$ cat config.mk
export PLATFORM = sky130hd
export DESIGN_NAME = prog_loader_mem_flat
export DESIGN_NICKNAME = d
export VERILOG_FILES = /design/src/rtl/prog_loader_mem_if.sv /design/src/rtl/prog_loader_mem.sv /design/src/flat_wrapper.sv
export SDC_FILE = /design/constraint.sdc
export NUM_CORES = 1
export LEC_CHECK = 0
export BUFFER_PORTS_ARGS = -buffer_cell sky130_fd_sc_hd__buf_4
export CAP_MARGIN = 20
export CELL_PAD_IN_SITES_DETAIL_PLACEMENT = 1
export CELL_PAD_IN_SITES_GLOBAL_PLACEMENT = 2
export CORE_MARGIN = 2
export CORE_UTILIZATION = 45
export DETAILED_ROUTE_END_ITERATION = 10
export GPL_ROUTABILITY_DRIVEN = 0
export PLACE_DENSITY = 0.82
export SLEW_MARGIN = 40
export SYNTH_ARGS = -nofsm -noshare
export SYNTH_HDL_FRONTEND = slang
export SYNTH_SLANG_ARGS = --single-unit
$ cat constraint.sdc
create_clock -name clk -period 7.5 [get_ports clk]
set_clock_uncertainty 0.2 [all_clocks]
set_input_delay 2.25 -clock clk [delete_from_list [all_inputs] [get_ports clk]]
set_output_delay 2.25 -clock clk [all_outputs]
set_load 0.01 [all_outputs]
$ cat src/rtl/prog_loader_mem_if.sv
// Fetch and program-load bus between the CPU/loader side (master) and the program memory (slave).
interface prog_loader_mem_if;
  logic [3:0] address;
  logic [7:0] instr;
  logic       load_start;
  logic       load_valid;
  logic [7:0] load_data;
  logic       load_ready;
  logic       run;
  logic       cpu_n_reset;
  logic       load_err;

  modport master (
    output address, load_start, load_valid, load_data, run,
    input  instr, load_ready, cpu_n_reset, load_err
  );

  modport slave (
    input  address, load_start, load_valid, load_data, run,
    output instr, load_ready, cpu_n_reset, load_err
  );
endinterface

$ cat src/rtl/prog_loader_mem.sv
// 16x8 TD4 program memory with a sequential byte-stream loader that holds the CPU in reset until loaded.
// Optional trailing checksum byte: define PROG_LOADER_MEM_CHECKSUM_EN.
module prog_loader_mem (
  input logic              clk,
  input logic              n_reset,
  prog_loader_mem_if.slave bus
);
  localparam int DEPTH = 16;

  localparam logic [1:0] HALT = 2'd0;
  localparam logic [1:0] LOAD = 2'd1;
  localparam logic [1:0] RUN  = 2'd2;
`ifdef PROG_LOADER_MEM_CHECKSUM_EN
  localparam logic [1:0] CHK  = 2'd3;
`endif

  logic [1:0]            state, state_nxt;
  logic [3:0]            wptr;
  logic [DEPTH-1:0][7:0] mem;
  logic                  ready;
  logic                  accept;
  logic                  wr_en;
  logic                  cpu_n_reset;

  // Fetch is a plain mux over the flops, so a same-cycle write shows up only after the edge.
  assign bus.instr = mem[bus.address];

`ifdef PROG_LOADER_MEM_CHECKSUM_EN
  logic [7:0] sum;
  logic       load_err;
  assign ready = (state == LOAD) || (state == CHK);
`else
  assign ready = (state == LOAD);
`endif

  // A byte presented alongside load_start is dropped; the restart takes priority.
  assign accept = bus.load_valid & ready & ~bus.load_start;
  assign wr_en  = accept & (state == LOAD);

  always_comb begin
    state_nxt = state;
    case (state)
      HALT: begin
        if (bus.load_start)   state_nxt = LOAD;
        else if (bus.run)     state_nxt = RUN;
      end
      RUN: begin
        if (bus.load_start)   state_nxt = LOAD;
      end
      LOAD: begin
        if (bus.load_start)   state_nxt = LOAD;
`ifdef PROG_LOADER_MEM_CHECKSUM_EN
        else if (accept && wptr == 4'hF) state_nxt = CHK;
`else
        else if (accept && wptr == 4'hF) state_nxt = RUN;
`endif
      end
`ifdef PROG_LOADER_MEM_CHECKSUM_EN
      CHK: begin
        if (bus.load_start)   state_nxt = LOAD;
        else if (accept)      state_nxt = (bus.load_data == sum) ? RUN : HALT;
      end
`endif
      default: state_nxt = HALT;
    endcase
  end

  always_ff @(posedge clk or negedge n_reset) begin
    if (!n_reset) begin
      state       <= HALT;
      wptr        <= '0;
      mem         <= '0;
      cpu_n_reset <= 1'b0;
    end else begin
      state       <= state_nxt;
      cpu_n_reset <= (state_nxt == RUN);
      if (bus.load_start) begin
        wptr <= '0;
      end else if (wr_en) begin
        mem[wptr] <= bus.load_data;
        wptr      <= wptr + 4'd1;
      end
    end
  end

`ifdef PROG_LOADER_MEM_CHECKSUM_EN
  always_ff @(posedge clk or negedge n_reset) begin
    if (!n_reset) begin
      sum      <= '0;
      load_err <= 1'b0;
    end else begin
      if (bus.load_start) begin
        sum      <= '0;
        load_err <= 1'b0;
      end else if (wr_en) begin
        sum <= sum + bus.load_data;
      end else if (accept && state == CHK && bus.load_data != sum) begin
        load_err <= 1'b1;
      end
    end
  end
  assign bus.load_err = load_err;
`else
  assign bus.load_err = 1'b0;
`endif

  assign bus.load_ready  = ready;
  assign bus.cpu_n_reset = cpu_n_reset;
endmodule
$ cat src/flat_wrapper.sv
// flat-port wrapper written by rule: the top's interface ports become plain ports
module prog_loader_mem_flat 
  (clk, n_reset, bus_address, bus_load_start, bus_load_valid, bus_load_data, bus_run, bus_instr, bus_load_ready, bus_cpu_n_reset, bus_load_err);
  prog_loader_mem_if bus_i ();
  input logic clk;
  input logic n_reset;
  input wire logic [$bits(bus_i.address)-1:0] bus_address;
  input wire logic [$bits(bus_i.load_start)-1:0] bus_load_start;
  input wire logic [$bits(bus_i.load_valid)-1:0] bus_load_valid;
  input wire logic [$bits(bus_i.load_data)-1:0] bus_load_data;
  input wire logic [$bits(bus_i.run)-1:0] bus_run;
  output wire logic [$bits(bus_i.instr)-1:0] bus_instr;
  output wire logic [$bits(bus_i.load_ready)-1:0] bus_load_ready;
  output wire logic [$bits(bus_i.cpu_n_reset)-1:0] bus_cpu_n_reset;
  output wire logic [$bits(bus_i.load_err)-1:0] bus_load_err;
  assign bus_i.address = bus_address;
  assign bus_i.load_start = bus_load_start;
  assign bus_i.load_valid = bus_load_valid;
  assign bus_i.load_data = bus_load_data;
  assign bus_i.run = bus_run;
  assign bus_instr = bus_i.instr;
  assign bus_load_ready = bus_i.load_ready;
  assign bus_cpu_n_reset = bus_i.cpu_n_reset;
  assign bus_load_err = bus_i.load_err;
  prog_loader_mem u_core (.clk(clk), .n_reset(n_reset), .bus(bus_i));
endmodule
After elaboration in Yosys (flattened, before gate mapping)
Cells that the tools add are included.
- register bits after elaboration: 135
- bits in latches: 0
- RAM bits: 0
- bits in read-only memories: 0
- input bits: 17
- output and inout bits: 11
- word-level logic and storage cells: 49
- memories: 0
- add/sub/neg operators: 1
- multipliers: 0
- div/mod/pow operators: 0
- magnitude comparators: 3
- equal/unequal tests: 4
- shifts and indexed selects: 0
- multiplexer cells: 13
- bitwise logic cells: 4
- reductions and logical operators: 5
- operator list (cell ; number):
    128-bit bitwise mux ; 1
    8-bit binary-select mux with 4-bit select ; 1
    8-bit demux with 4-bit select ; 1
    8-bit 2-to-1 mux ; 2
    4-bit by 5-bit less-than comparator with 1-bit output (second input constant) ; 2
    2-bit 2-to-1 mux ; 5
    4-bit 2-to-1 mux ; 2
    2-bit case mux with 3 select lines ; 1
    4-bit by 1-bit adder with 4-bit output (second input constant) ; 1
    2-bit == test (second input constant) ; 2
    4-bit == test (second input constant) ; 1
    4-bit by 1-bit >= comparator with 1-bit output (second input constant) ; 1
    1-bit bitwise AND ; 3
    2-bit by 1-bit == test with 1-bit output (second input constant) ; 1
    1-bit logical AND ; 2
    2-bit logical NOT ; 1
    2-bit AND reduction ; 1
    2-bit nonzero test ; 1
    1-bit NOT ; 1

Longest topological paths before layout
Gate-level depths: netlist of the first run.
- depth after elaboration: 8
- gate-level depth with buffers: 6
- mapped depth without buffers: 4

Worst setup path before layout of the first run
OpenSTA, ideal clock, no wires.
- path kind: input-to-output
- start point: input port bus_address[0]
- end point: output port bus_instr[0]
- arrival time: 3.492 ns
- required time: 5.050 ns
- path slack: 1.558 ns
- cell stages on the path: 5
- path buffers: 2
- cells stage by stage: buf_2 buf_2 mux4_2 a22oi_1 nand2_1
- longest elaborated chain between the ends: 2
- RTL lines (what ; RTL line ; text):
    start, declared ; flat_wrapper.sv:7 ; input wire logic [$bits(bus_i.address)-1:0] bus_address;
    8-bit binary-select mux with 4-bit select ; prog_loader_mem.sv:26 ; assign bus.instr = mem[bus.address];
    8-bit 2-to-1 mux (not written as such) ; prog_loader_mem.sv:26 ;
    end, declared ; flat_wrapper.sv:12 ; output wire logic [$bits(bus_i.instr)-1:0] bus_instr;
No other way between the ends. The select of a mux whose other input is x is not followed.

Worst setup path in the final report of the first run
- start point: input port bus_address[0]
- end point: output port bus_instr[6]
The elaborated chain is that of the path after synthesis.

==> impl_results.md, run 1 <==
- Crit path DAT: roughly 3.9 ns
- Core area: between 10000 and 15000 um^2
- R2R Path End: u_core.mem[126]$_DFFE_PN0P_
- Switching power total: 464 uW
- Slew HR: between 40% and 50%
- Worst hold path class: flip-flop to flip-flop
- Total power: around 1.8 mW
- Reg2reg setup slack: roughly 4.6 ns
- Antenna violations before repair: 0
- # diodes: 0
- Total GRT Usage: a little over a fifth
- YS warnings: 0
- Die area: roughly 15000 um^2
- Post-DP Area: between 6000 and 7000 um^2
- Final setup margin: 1.14 ns
- Max cap viols: 0
- DP Worst Slack: around 1.1 ns
- P_int: between 1 and 1.5 mW
- Layout cells sized above 1: between 50% and 60%
- Pins Over Slew Limit: 0
- Final Hold Fails: 0
- Global-route wire length before repair: 22700 um
- Sequential power share: between 40% and 50%
- Post-synth EDFFs: 0
- Postcts setup bufs: 0
- DRC viols: 0
- Clk_lat worst skew: about 0.42 ns
- Comb power frac: 13.3%
- Startpoint types: input pin
- R2r startpoint: u_core.state[1]$_DFF_PN0_
- Final min period: between 6 and 7 ns
- FFs w/ async S/R, synth: 100%
- Slew @ Worst Pin: about 0.87 ns
- Status: complete, no violations
- Die Width: 122 um
- GRT overflow: 0
- Tcrit/Tclk final: between 80 and 90%
- Worst-path clk slew: 0.05 ns
- Area of all placed cells without fillers: ~7100 um^2
- Setup violators final: 0
- Clk root buf: clkbuf_16
- Synth cell types: 34
- Largest net degree at the start of global routing: 81
- First-pass detailed-route iteration total: 4
- CP Capture Type: primary output
- Total Nets Final: 435
- Final core utilization: just over 50%
- Placed cell count: approximately 580
- P_leak: 3.43 nW
- Area growth from synthesis to layout: 13.0%
- Vias per cell: around 5.8
- Post-Syn Area: between 6000 and 7000 um^2
- Number of global-route vias before repair: around 4k
- I/O Buffers: 26
- CP Class: input pin to primary output
- Hold buffers post-CTS: 0
- Reg2Reg Depth: 3
- H-tree depth: 4
- Std-Cell Rows: 43
- Unrepaired setup endpoints after global routing: false
- Mapped Avg Cell Area: 15.9 um^2
- # IOs: 28
- Starting DRT DRC Count: 148
- Hold slack: 0.292 ns
- Synth Net Count: roughly 420
- Worst EP required: 5.05 ns
- Top FF cell, synth: dfrtp_1
- CP Max Fanout: 32
- Mapped Cells: slightly below 400
- Worst Setup SP: bus_address[0]
- Switch share: approximately 25%
- Highest clock rate: about 160 MHz
- DR vias: between 3k and 4k
- Clock power share: 40.4%
- Inserted Clock Buffers: 17
- Yosys reg bits: around 140
- CTS max path bufs: 2
- Fin cells: 607
- Clk sinks: between 100 and 150
- PwrDens: about 260 nW/um^2
- Crit path to: bus_instr[6]
- Antenna Nets Post-Route: 0
- Hpwl dp: 9060 um
- CTS tree: yes
- Detailed Route WL: about 15000 um
- Starting Density: 45.7%
- Final TNS setup: 0 ns
- Sequential share of the synthesized area: 53.6%
- Die Span Y: 122 um
- Post-cts resize count: 0
- VDD IR max: 0.000178 V
- Routed WL per cell: 23.9 um
-- worst min path at each step --
stage | cells past startpoint | start | slack, ns | to
floorplan | 1 | u_core.mem[86]$_DFFE_PN0P_ | 0.26 | u_core.mem[86]$_DFFE_PN0P_
detailed placement | 1 | u_core.mem[34]$_DFFE_PN0P_ | 0.28 | u_core.mem[34]$_DFFE_PN0P_
global route | 1 | u_core.mem[114]$_DFFE_PN0P_ | 0.30 | u_core.mem[114]$_DFFE_PN0P_
CTS | 1 | u_core.mem[32]$_DFFE_PN0P_ | 0.30 | u_core.mem[32]$_DFFE_PN0P_
global placement | 1 | u_core.mem[33]$_DFFE_PN0P_ | 0.27 | u_core.mem[33]$_DFFE_PN0P_
finish | 1 | u_core.mem[39]$_DFFE_PN0P_ | 0.29 | u_core.mem[39]$_DFFE_PN0P_
-- state kept, by name, indices dropped and copies added (netlist names) --
register / cells
u_core.mem: 128
u_core.bus.cpu_n_reset: 1
u_core.wptr: 4
u_core.state: 2
-- cells in the mapped netlist, drive strengths merged (2+ instances only) --
master  count  area (um^2)
dfrtp     135         3380
mux2      128         1440
mux4       32          721
a22oi      16          120
buf        15         96.3
nand3      13          200
clkbuf     12         45.0
nand2       8         30.0
nor2        7         28.8
ha          4         50.1
nand4       4         43.8
nor2b       4         25.0
inv         3         11.3
o31ai       2         15.0
-- cells in the final DEF, fill, tap and decap left out, types with 2 or more instances in the layout --
| master | count |
|---|---|
| dfrtp_1 | 135 |
| mux2_2 | 117 |
| mux4_2 | 32 |
| buf_4 | 25 |
| clkbuf_16 | 17 |
| a22oi_1 | 16 |
| mux2_1 | 11 |
| nand3_4 | 10 |
| clkinv_2 | 10 |
| nand2_1 | 8 |
| nor2_1 | 5 |
| ha_1 | 4 |
| inv_1 | 3 |
| nand4_2 | 3 |
| nor2b_2 | 2 |
| nor2_2 | 2 |
| o31ai_1 | 2 |
| nor2b_1 | 2 |
| nand3_2 | 2 |
| clkbuf_1 | 2 |
| clkbuf_8 | 2 |
| buf_6 | 2 |
-- logic make-up after synthesis --
group | Yosys count | synth area share, %
compound gates | 21 | 2.44
xor+xnor | 2 | 0.278
fa+ha+maj | 4 | 0.795
buf+inv | 30 | 2.42
flops | 135 | 53.6
mux | 161 | 34.5
other cells | 1 | 0.0595
simple gates | 41 | 5.86
-- routing by layer --
layer	part of all wire [%]	track usage [%]	vias to the layer above
li1	-	-	1533
met1	44	27.9	1897
met2	51	34.2	63
met3	3.5	4.79	20
met4	1.9	8.76	0
met5	0	0	-
-- power by group through the flow --
stage	clock (mW)	combinational (mW)	sequential (mW)
2_1_floorplan	0	0.180	0.840
3_3_place_gp	0	0.235	0.848
3_5_place_dp	0	0.246	0.855
4_1_cts	0.755	0.247	0.843
5_1_grt	0.789	0.266	0.853
6_report	0.736	0.242	0.843
-- area by class of cell --
| cell class | instances | area, um^2 |
|---|---|---|
| flip-flops and latches | 135 | 3380 |
| inverters | 3 | 11.3 |
| multi-input cells | 230 | 2770 |
| well taps | 180 | 225 |
| repair buffers | 27 | 210 |
| clock buffers | 21 | 460 |
| clock inverters | 11 | 57.6 |
| fillers | 1339 | 6660 |
-- worst max-delay path, cell delays in order --
cell,delay (ns)
buf_4,0.52
mux4_2,0.60
a22oi_1,0.27
nand2_1,0.10
buf_4,0.15
Note: power is estimated with default switching activity, not from simulation.
==> inputs of run 2 (changes only) <==
CORE_UTILIZATION = 41   (was 45)
PLACE_DENSITY = 0.79   (was 0.82)
clock period = 5.15 ns   (was 7.5 ns; I/O delays follow)
==> run 2 against run 1 <==
  * Worst hold slack worse by 0.00064 ns
  * Utilization down 3.4 points
  * Non-clock buffer count rose by 9
  * Global-route usage is 2.3 points lower
  * Wire length decreased by 5.5%
  * Sequential share of layout area shrank 1.1 points
  * Die area increased by 9.4%
  * Sequential cell count did not move
  * Register-to-register slack got worse by 2.0 ns
  * Power grew 53%
  * Critical endpoint is now bus_instr[3]
  * Highest routed layer unchanged
==> impl_results.md, run 2 (synthesis results as in run 1) <==
- Status: complete, no violations (unchanged)
- Slew HR: 49.0% (was 42.1%)
- Total power: 2.79 mW (was 1.82 mW)
- First-pass detailed-route iteration total: 4 (unchanged)
- Largest net degree at the start of global routing: 75 (was 81)
- GRT overflow: 0 (unchanged)
- Die area: 16400 um^2 (was 15000 um^2)
- Pins Over Slew Limit: 0 (unchanged)
- Max cap viols: 0 (unchanged)
- Max reg flops: 128 (unchanged)
- Hold path depth: 1 (unchanged)
- Critical path's top delay family: buffers and inverters (unchanged)
- PwrDens: 383 nW/um^2 (was 256 nW/um^2)
- Startpoint types: input pin (unchanged)
- Fill cells: 1459 (was 1339)
- Critical path's largest stage delay: 0.52 ns (was 0.60 ns)
- Starting Density: 41.7% (was 45.7%)
- Crit path DAT: 3.09 ns (was 3.91 ns)
- Detailed Route WL: 13700 um (was 14500 um)
- Layout cells sized above 1: 53.1% (was 52.9%)
- Slew @ Worst Pin: 0.763 ns (was 0.866 ns)
- Final TNS setup: 0 ns (unchanged)
- Final min period: 4.84 ns
- Worst hold path class: flip-flop to flip-flop (unchanged)
- Worst-path clk slew: 0.05 ns (about the same)
- Unrepaired setup endpoints after global routing: false (unchanged)
- Area growth from synthesis to layout: 15.7% (was 13.0%)
- Worst EP required: 3.41 ns (was 5.05 ns)
- Routed WL per cell: 22.0 um (was 23.9 um)
- Die Width: 128 um (was 122 um)
- Total Nets Final: 444 (was 435)
- Setup violators final: 0 (unchanged)
- Hpwl dp: 9160 um (was 9060 um)
- P_leak: 3.51 nW (was 3.43 nW)
- Antenna violations before repair: 0 (unchanged)
- Post-cts resize count: 0 (unchanged)
- CP Class: input pin to primary output (unchanged)
- Reg2reg setup slack: 2.63 ns (was 4.60 ns)
- CTS tree: yes (unchanged)
- Commonest cells after routing, fill and taps aside: dfrtp_1, mux2_2, buf_4, mux4_2, clkbuf_16 (was dfrtp_1, mux2_2, mux4_2, buf_4, clkbuf_16)
- CP max stage cell: mux4_2 (unchanged)
- # diodes: 0 (unchanged)
- Worst path cell trace: buf_4 > buf_4 > mux4_2 > a22oi_1 > nand2_1 > buf_4 (was buf_4 > mux4_2 > a22oi_1 > nand2_1 > buf_4)
- Stages on worst setup path: 6 (was 5)
- Std-Cell Rows: 45 (was 43)
- Highest clock rate: between 200 and 250 MHz
- Tcrit/Tclk final: about 94%
- Global-route wire length before repair: 22600 um (was 22700 um)
- Most used cell, CP: buf_4 (unchanged)
- Starting DRT DRC Count: 192 (was 148)
- Core area: 15100 um^2 (was 13800 um^2)
- Most flops, register: u_core.mem (unchanged)
- Die Span Y: 128 um (was 122 um)
- Clk sinks: 135 (unchanged)
- CP bufs+invs: 3 (was 2)
- Hold slack: 0.291 ns (was 0.292 ns)
- CTS max path bufs: 2 (unchanged)
- CP Max Fanout: 13 (was 32)
- Antenna Nets Post-Route: 0 (unchanged)
- # IOs: 28 (unchanged)
- Hold buffers post-CTS: 0 (unchanged)
- Vias per cell: 5.59 (was 5.79)
- Most common cell after layout, fill and taps aside: dfrtp_1 (unchanged)
- Clk_lat worst skew: 0.42 ns (about the same)
- Total GRT Usage: 18.9% (was 21.2%)
- H-tree depth: 4 (unchanged)
- I/O Buffers: 26 (unchanged)
- DRC viols: 0 (unchanged)
- Final Hold Fails: 0 (unchanged)
- Inserted Clock Buffers: 17 (unchanged)
- CP Capture Type: primary output (unchanged)
- Reg2Reg Depth: 4 (was 3)
- Largest regs: u_core.mem x128, u_core.wptr x4, u_core.state x2 (unchanged)
- Number of global-route vias before repair: 4018 (was 3900)
- VDD IR max: 0.000256 V (was 0.000178 V)
- Clk root buf: clkbuf_16 (unchanged)
- DR vias: 3484 (was 3513)
- Postcts setup bufs: 0 (unchanged)
==> run 2: worst reg2reg max path, cell delays in order, from the launching register on <==
cell,delay [ns]
dfrtp_1,0.41
and4bb_1,0.26
buf_4,0.33
nand4_1,0.67
mux2_2,0.53
==> run 2: report_power, final <==
group / switching (mW) / internal [mW] / leakage (nW)
Sequential: 0.0623 / 1.17 / 1.85
Combinational: 0.173 / 0.187 / 1.38
Clock: 0.433 / 0.769 / 0.291
==> run 2: path summary, 6_finish.rpt <==
kind	start	endpoint
max	bus_address[0]	bus_instr[3]
min	u_core.mem[67]$_DFFE_PN0P_	u_core.mem[67]$_DFFE_PN0P_
max reg2reg	u_core.state[1]$_DFF_PN0_	u_core.mem[125]$_DFFE_PN0P_
min reg2reg	u_core.mem[67]$_DFFE_PN0P_	u_core.mem[67]$_DFFE_PN0P_
max in group asynchronous	n_reset	u_core.mem[49]$_DFFE_PN0P_
min in group asynchronous	n_reset	u_core.mem[102]$_DFFE_PN0P_
==> run 2: through the flow <==
| stage | setup WS [ns] | area [um^2] | cells | util (%) |
|---|---|---|---|---|
| after CTS | 0.263 | 7280 | 623 | 48.3 |
| final | 0.315 | 7280 | 623 | 48.3 |
| after global routing | 0.156 | 7280 | 623 | 48.3 |
| after floorplan | 0.618 | 6300 | 395 | - |
| after detailed placement | 0.256 | 6690 | 592 | 44.3 |
| after global placement | 0.283 | 6690 | 592 | 44.3 |
==> run 2: final cells by class <==
class | instances | area, um^2 | share of cell area (%)
Tap cell | 188 | 235 | 3.23
Clock inverter | 8 | 95.1 | 1.31
Clock buffer | 23 | 498 | 6.84
Timing Repair Buffer | 36 | 299 | 4.11
Sequential cell | 135 | 3380 | 46.4
Inverter | 3 | 11.3 | 0.155
Multi-Input combinational cell | 230 | 2770 | 38.0
==> run 2: per-layer routing <==
metal	global-route usage [%]	vias up	routed length, um
met5	0	-	0
met4	7.43	0	229
met3	4.97	16	500
met2	31.4	51	6960
met1	23.7	1879	6020
li1	-	1538	-
